$ cat src/rtl/pot_weight_encoder.sv
// Streaming signed-integer to power-of-two {sign, exponent} quantizer.
// Optional macro POT_ROUND_NEAREST_EN enables round-to-nearest on the exponent.
module pot_weight_encoder #(
  parameter int WEIGHT_BIT_WIDTH = 4,
  parameter int INPUT_BIT_WIDTH  = 8
) (
  input  logic                        clk,
  input  logic                        rst_n,
  input  logic                        in_valid,
  output logic                        in_ready,
  input  logic [INPUT_BIT_WIDTH-1:0]  in_data,
  output logic                        out_valid,
  input  logic                        out_ready,
  output logic [WEIGHT_BIT_WIDTH-1:0] out_code,
  output logic                        out_zero,
  output logic                        out_sat
);

  localparam int EW   = WEIGHT_BIT_WIDTH - 1;
  localparam int EMAX = (1 << EW) - 1;
  localparam int IW   = $clog2(INPUT_BIT_WIDTH);

  typedef enum logic [1:0] {
    S_IDLE,
    S_SCAN,
    S_ROUND,
    S_DONE
  } state_t;

  state_t                      state_q, state_d;
  logic                        sign_q, sign_d;
  logic [INPUT_BIT_WIDTH-1:0]  mag_q, mag_d;
  logic [IW-1:0]               idx_q, idx_d;
  logic [WEIGHT_BIT_WIDTH-1:0] code_q, code_d;
  logic                        zero_q, zero_d;
  logic                        sat_q, sat_d;

  logic [INPUT_BIT_WIDTH-1:0]  abs_in;
  logic                        bit_k;
  logic                        rnd_up;
  int                          e_int;
  logic [EW-1:0]               exp_v;

  assign in_ready  = (state_q == S_IDLE);
  assign out_valid = (state_q == S_DONE);
  assign out_code  = code_q;
  assign out_zero  = zero_q;
  assign out_sat   = sat_q;

  // Most negative input wraps to 2^(N-1), which is its true magnitude.
  assign abs_in = in_data[INPUT_BIT_WIDTH-1] ?
                  (~in_data + 1'b1) : in_data;

  always_comb begin
    bit_k  = 1'b0;
    rnd_up = 1'b0;
    for (int j = 0; j < INPUT_BIT_WIDTH; j++) begin
      if (idx_q == IW'(j)) begin
        bit_k = mag_q[j];
`ifdef POT_ROUND_NEAREST_EN
        if (j > 0) rnd_up = mag_q[(j > 0) ? j - 1 : 0];
`endif
      end
    end
    e_int = int'(idx_q) + int'(rnd_up);
    exp_v = (e_int > EMAX) ? EW'(EMAX) : EW'(e_int);
  end

  always_comb begin
    state_d = state_q;
    sign_d  = sign_q;
    mag_d   = mag_q;
    idx_d   = idx_q;
    code_d  = code_q;
    zero_d  = zero_q;
    sat_d   = sat_q;
    unique case (state_q)
      S_IDLE: begin
        if (in_valid) begin
          sign_d  = in_data[INPUT_BIT_WIDTH-1];
          mag_d   = abs_in;
          idx_d   = IW'(INPUT_BIT_WIDTH - 1);
          state_d = S_SCAN;
        end
      end
      S_SCAN: begin
        if (bit_k) begin
          state_d = S_ROUND;
        end else if (idx_q == '0) begin
          code_d  = '0;
          zero_d  = 1'b1;
          sat_d   = 1'b0;
          state_d = S_DONE;
        end else begin
          idx_d = idx_q - 1'b1;
        end
      end
      S_ROUND: begin
        code_d  = {sign_q, exp_v};
        zero_d  = 1'b0;
        sat_d   = (e_int > EMAX);
        state_d = S_DONE;
      end
      S_DONE: begin
        if (out_ready) state_d = S_IDLE;
      end
      default: state_d = S_IDLE;
    endcase
  end

  always_ff @(posedge clk or negedge rst_n) begin
    if (!rst_n) begin
      state_q <= S_IDLE;
      sign_q  <= 1'b0;
      mag_q   <= '0;
      idx_q   <= '0;
      code_q  <= '0;
      zero_q  <= 1'b0;
      sat_q   <= 1'b0;
    end else begin
      state_q <= state_d;
      sign_q  <= sign_d;
      mag_q   <= mag_d;
      idx_q   <= idx_d;
      code_q  <= code_d;
      zero_q  <= zero_d;
      sat_q   <= sat_d;
    end
  end

endmodule

$ cat config.mk
export PLATFORM = sky130hd
export DESIGN_NAME = pot_weight_encoder
export DESIGN_NICKNAME = d
export VERILOG_FILES = /design/src/rtl/pot_weight_encoder.sv
export SDC_FILE = /design/constraint.sdc
export NUM_CORES = 1
export LEC_CHECK = 0
export CORE_UTILIZATION = 45
export DETAILED_ROUTE_END_ITERATION = 8
export PLACE_DENSITY = 0.65
export SYNTH_ARGS = -nofsm -noshare
export SYNTH_HDL_FRONTEND = slang
export SYNTH_SLANG_ARGS = --single-unit
$ cat constraint.sdc
create_clock -name clk -period 2.8 [get_ports clk]
set_input_delay 0.7 -clock clk [delete_from_list [all_inputs] [get_ports clk]]
set_output_delay 0.7 -clock clk [all_outputs]
set_load 0.05 [all_outputs]
==> Word level (Yosys, flattened, before mapping) <==
Index checks and enable logic that the tools add are counted.
{ "totals": {"reg_bits": 20, "in_bits": 12, "word_cells": 63} }
{ "op_classes": {"n_reduce_logical": 8, "n_eq_ne": 16, "add_sub_neg": 2, "muxes": 28, "n_lt_le_gt_ge": 1, "n_bitwise": 1} }
{ "op_table": {"columns": ["op", "count"], "rows": [
  ["$eq 3x3->1 const B", 4],
  ["$mux 1", 12],
  ["$mux 3", 4],
  ["$add 8x1->8 const B", 1],
  ["$mux 2", 4],
  ["$mux 4", 2],
  ["$mux 8", 1],
  ["$ne 2x2->1 const B", 4],
  ["$not 8->8", 1],
  ["$pmux 2 s4", 1],
  ["$pmux 4 s2", 1],
  ["$eq 3x2->1 const B", 2],
  ["$pmux 3 s2", 1],
  ["$reduce_and 3->1", 2],
  ["$eq 2x2->1 const B", 2],
  ["$pmux 1 s2", 2],
  ["$reduce_and 4->1", 1],
  ["$reduce_bool 2->1", 2],
  ["$eq 3x1->1 const B", 1],
  ["$gt 3x3->1 const B", 1],
  ["$logic_not 3->1", 1],
  ["$ne 3x3->1 const B", 1],
  ["$sub 3x1->3 const B", 1],
  ["$eq 2x1->1 const B", 1],
  ["other kinds (3)", 3]
]} }

==> Longest topological paths before layout <==
{ "logic_depth": {"word_depth": 11, "mapped_depth": 7} }

==> Worst setup path after synthesis <==
No wires, ideal clock.
{ "synth_path": {"path_type": "reg-to-reg", "from": "reg idx_q[0]", "to": "reg zero_q (netlist: out_zero)", "stages_incl_launch_ff": 8, "arrival_ns": 1.950, "slack_ns": 0.729, "t_required_ns": 2.679, "cell_sequence": "dfrtp_1 > inv_1 > ha_1 > or4b_4 > o221a_4 > and3_4 > buf_6 > o22a_1"} }
{ "synth_via": {"elab_chain_cells": 11, "elab_cells_between_ends": 19, "cone_classes": "eq/ne: 9; mux: 8; reduce/logical: 2"} }
{ "synth_lines": {"columns": ["item", "line", "rtl"], "rows": [
  ["from (decl)", "33", "logic [IW-1:0] idx_q, idx_d;"],
  ["from (signal assigned)", "124", "idx_q <= idx_d;"],
  ["$logic_not 3->1", "58, 89", null],
  ["$mux 1 (8 in a row)", "58", "if (idx_q == IW'(j)) begin"],
  ["$ne 2x2->1 (no line)", null, null],
  ["$reduce_and 3->1 (no line) *", null, null],
  ["to (signal assigned)", "126", "zero_q <= zero_d;"],
  ["to (decl)", "35", "logic zero_q, zero_d;"]
]} }
Mark *: on every way between the ends. The rest lies on a longest branch, timed or not.
A chain may end at the register's enable or synchronous reset.

==> Worst setup path after layout <==
{ "layout_path": {"from": "reg state_q[0]", "to": "out in_ready"} }
{ "layout_via": {"elab_chain_cells": 1} }
{ "layout_lines": {"columns": ["item", "line", "rtl"], "rows": [
  ["from (decl)", "30", "state_t state_q, state_d;"],
  ["from (signal assigned)", "121", "state_q <= state_d;"],
  ["$logic_not 2->1", "44", "assign in_ready = (state_q == S_IDLE);"],
  ["to (decl)", "10", "output logic in_ready,"]
]} }
Every way passes these cells.

==> results.toml <==
[sta]
setup_viol = 0
clock_skew_ns = 0.0143
timing.setup.tns_ns = 0
post-route-period-util_pct = 92.8
final_period_minus_worst_setup_slack_ns = 2.60
worst-slew-pin-transition_ns = 0.558
timing_max_transition_violations_final = 0
timing.final.hold_violations = 0
rsz_0062_raised_after_global_routing = "no"
achievable-frequency_mhz = 385
worst_slew_margin_relative_to_its_limit_pct = 62.7

[die]
standard_cell_rows = 18
boundaryPins = 20
core_area_sq_mm = 0.00254
initial_utilization_pct = 48.9
die_w_microns = 54.6
floorplan.die_area_sq_mm = 0.00298
die_h_microns = 54.6

[logic_synthesis]
synth_cell_area_sq_mm = 0.00124
post_synth_edffs = 0
postSynthCellCount = 124
post_synth_num_cell_types = 33
synth_area_leader_cell = "dfrtp_1"
synth_top_cells_by_area = "dfrtp_1 40%, ha_1 10%, nand2_1 5.7%"
ys_ff_latch = 20
synthTopCellsByCount = "20 x dfrtp_1, 19 x nand2_1, 12 x inv_1"
ys_async_sr_fraction_pct = 100
synth_ff_type = "dfrtp_1"
syn_area_per_cell_sq_um = 10.0
synth_largest_type_area_fraction_pct = 40.2
synth_nets = 146
yosysMostFrequentCell = "dfrtp_1"
ys_warn_count = 0
synth-seq-area-share_pct = 40.2

[clocking]
cts_resized = 0
cts.clk_slew.worst_paths_ns = 0.10
post-cts-setup-buffer-count = 0
clock_tree_from_tritoncts = "built"
cts_hold_buf = 0
clkLatencyLatePin_ns = 0.30
cts_inserted_buffers = 3
cts.path.max_buffers = 2
h_tree_lvl_count = 1
clock_tree.root_cell = "clkbuf_4"
clkSinkCount = 20

[worst_setup_path]
cp-start-kind = "flip-flop"
worst_path_largest_cell_delay_ns = 0.82
timing.critical_path.cells = "inv_1 -> ha_1 -> clkdlybuf4s50_1"
critical_path_arrival_ns = 1.90
critical_path_class = "flip-flop to output port"
regToRegSetupSlack_ns = 0.59
critPathMaxFanout = 5
cp.buffers_inverters = 2
end_kind = "output port"
worst-endpoint-required_ns = 2.10
critPathTopFamily = "buffers and inverters"
slowest_stage = "clkdlybuf4s50_1"

[final_layout]
multiInputGateArea_sq_um = 669
nets = 167
final.fill_count = 234
insertedDiodeCount = 0
area.growth.synth_to_final_pct = 20.7
final_layout_size_suffix_gt1_share_pct = 11.1
layout.cell_area.non_filler_sq_mm = 0.00150
regArea_sq_um = 500

[route]
detail_route.wirelength_microns = 2330
routed-via-count = 970
postRouteAntennaNets = 0
avgViaCountPerCell = 5.57
drc_errors = 0
route.detailed.wl_per_inst_microns = 13.4
drt-pass1-iter-count = 4
detailedRoute.firstIterationViolations = 22

[global_route]
global_route_wire_length_before_repair_microns = 3910
grt_usage_pct = 18.5
grt_antenna_before_repair = 0
via_count_of_the_first_global_routing_pass = 930
largest_net_degree_at_the_start_of_global_routing = 21
total_congestion_overflow = 0

[place]
dp.final_hpwl_microns = 1850
port_buffers = 19
dpl-instance-area_sq_mm = 0.00145
gp_congestion = 0.784

[hold_path]
hold_class = "flip-flop to flip-flop"

[run_status]
outcome = "finished clean"

[job]
maxCapViolCount = 0

[power_and_ir_drop]
powerDensity_mw_per_mm2 = 1090
peakVddDrop_mv = 0.622
leakage_nw = 0.687
==> path summary, 6_finish.rpt <==
kind,from,endpoint,depth (start not counted)
hold reg to reg,mag_q[6],mag_q[6],2
min in group asynchronous,rst_n,idx_q[1],2
max in group asynchronous,rst_n,mag_q[2],2
setup reg to reg,idx_q[0],out_code[3],6
setup / recovery,state_q[0],in_ready,3
hold / removal,mag_q[6],mag_q[6],2
==> placed cells by master (no fill, tap or decap), drive strengths merged, types with 2 or more instances in the layout <==
cell type	synthesis	layout
inv	12	12
o32ai	2	2
nor3	3	3
clkdlybuf4s50	0	19
a32o	2	2
a31oi	2	2
nand2	19	19
nor2	4	4
nor2b	3	3
mux2	4	4
clkbuf	2	3
a32oi	3	3
xor2	4	4
and3	2	2
o22ai	3	3
mux2i	4	4
dfrtp	20	20
o31ai	3	3
o21ai	7	7
ha	10	10
==> sequential cells by signal, indices dropped and copies added, names as in the netlist <==
register  count
sign_q        1
idx_q         3
state_q       2
out_code      4
out_zero      1
out_sat       1
mag_q         8
==> report_power, final <==
part	internal [W]	switching, W
Combinational	0.000361	0.000536
Sequential	0.000414	0.0000985
Clock	0.000145	0.0000865
==> layer usage <==
| layer | global-route usage (%) | routed length [microns] | vias to the layer above |
|---|---|---|---|
| li1 | - | - | 485 |
| met1 | 21.7 | 1090 | 470 |
| met2 | 33.9 | 1160 | 13 |
| met3 | 3.33 | 65 | 2 |
| met4 | 5.13 | 12 | 0 |
| met5 | 0 | 0 | - |
==> cell families (layout without fill, tap and decap cells) <==
logic type	after synthesis	after routing	share of synthesized area, %
fa+ha+maj	10	10	10.1
flops	20	20	40.2
compound gates	29	29	18.4
xor+xnor	5	5	3.52
simple gates	36	36	15.0
mux	8	8	6.83
buf+inv	16	36	6.03
==> worst min-delay path: stages (launching register included) <==
cell and delay, ns:
dfrtp_1 0.35, nand2_1 0.05, o21ai_0 0.06
==> metrics by stage <==
step / cells / hold WS (ns) / total power (W) / utilization (%) / setup slack [ns]
2_1_floorplan: 124 / 0.404 / 0.00119 / - / 0.729
3_3_place_gp: 170 / 0.459 / 0.00139 / 57.0 / 0.390
3_5_place_dp: 170 / 0.464 / 0.00141 / 57.0 / 0.341
4_1_cts: 174 / 0.493 / 0.00165 / 59.0 / 0.191
5_1_grt: 174 / 0.505 / 0.00177 / 59.0 / 0.0730
6_report: 174 / 0.486 / 0.00164 / 59.0 / 0.202
==> cell type report <==
class	count	share of cell area, %
multi-input combinational	88	44.5
sequential	20	33.3
timing repair buffer	20	13.2
inverter	12	3.00
tap	30	2.50
clock inverter	1	2.00
clock buffer	3	1.50
(Power assumes the default switching activity.)
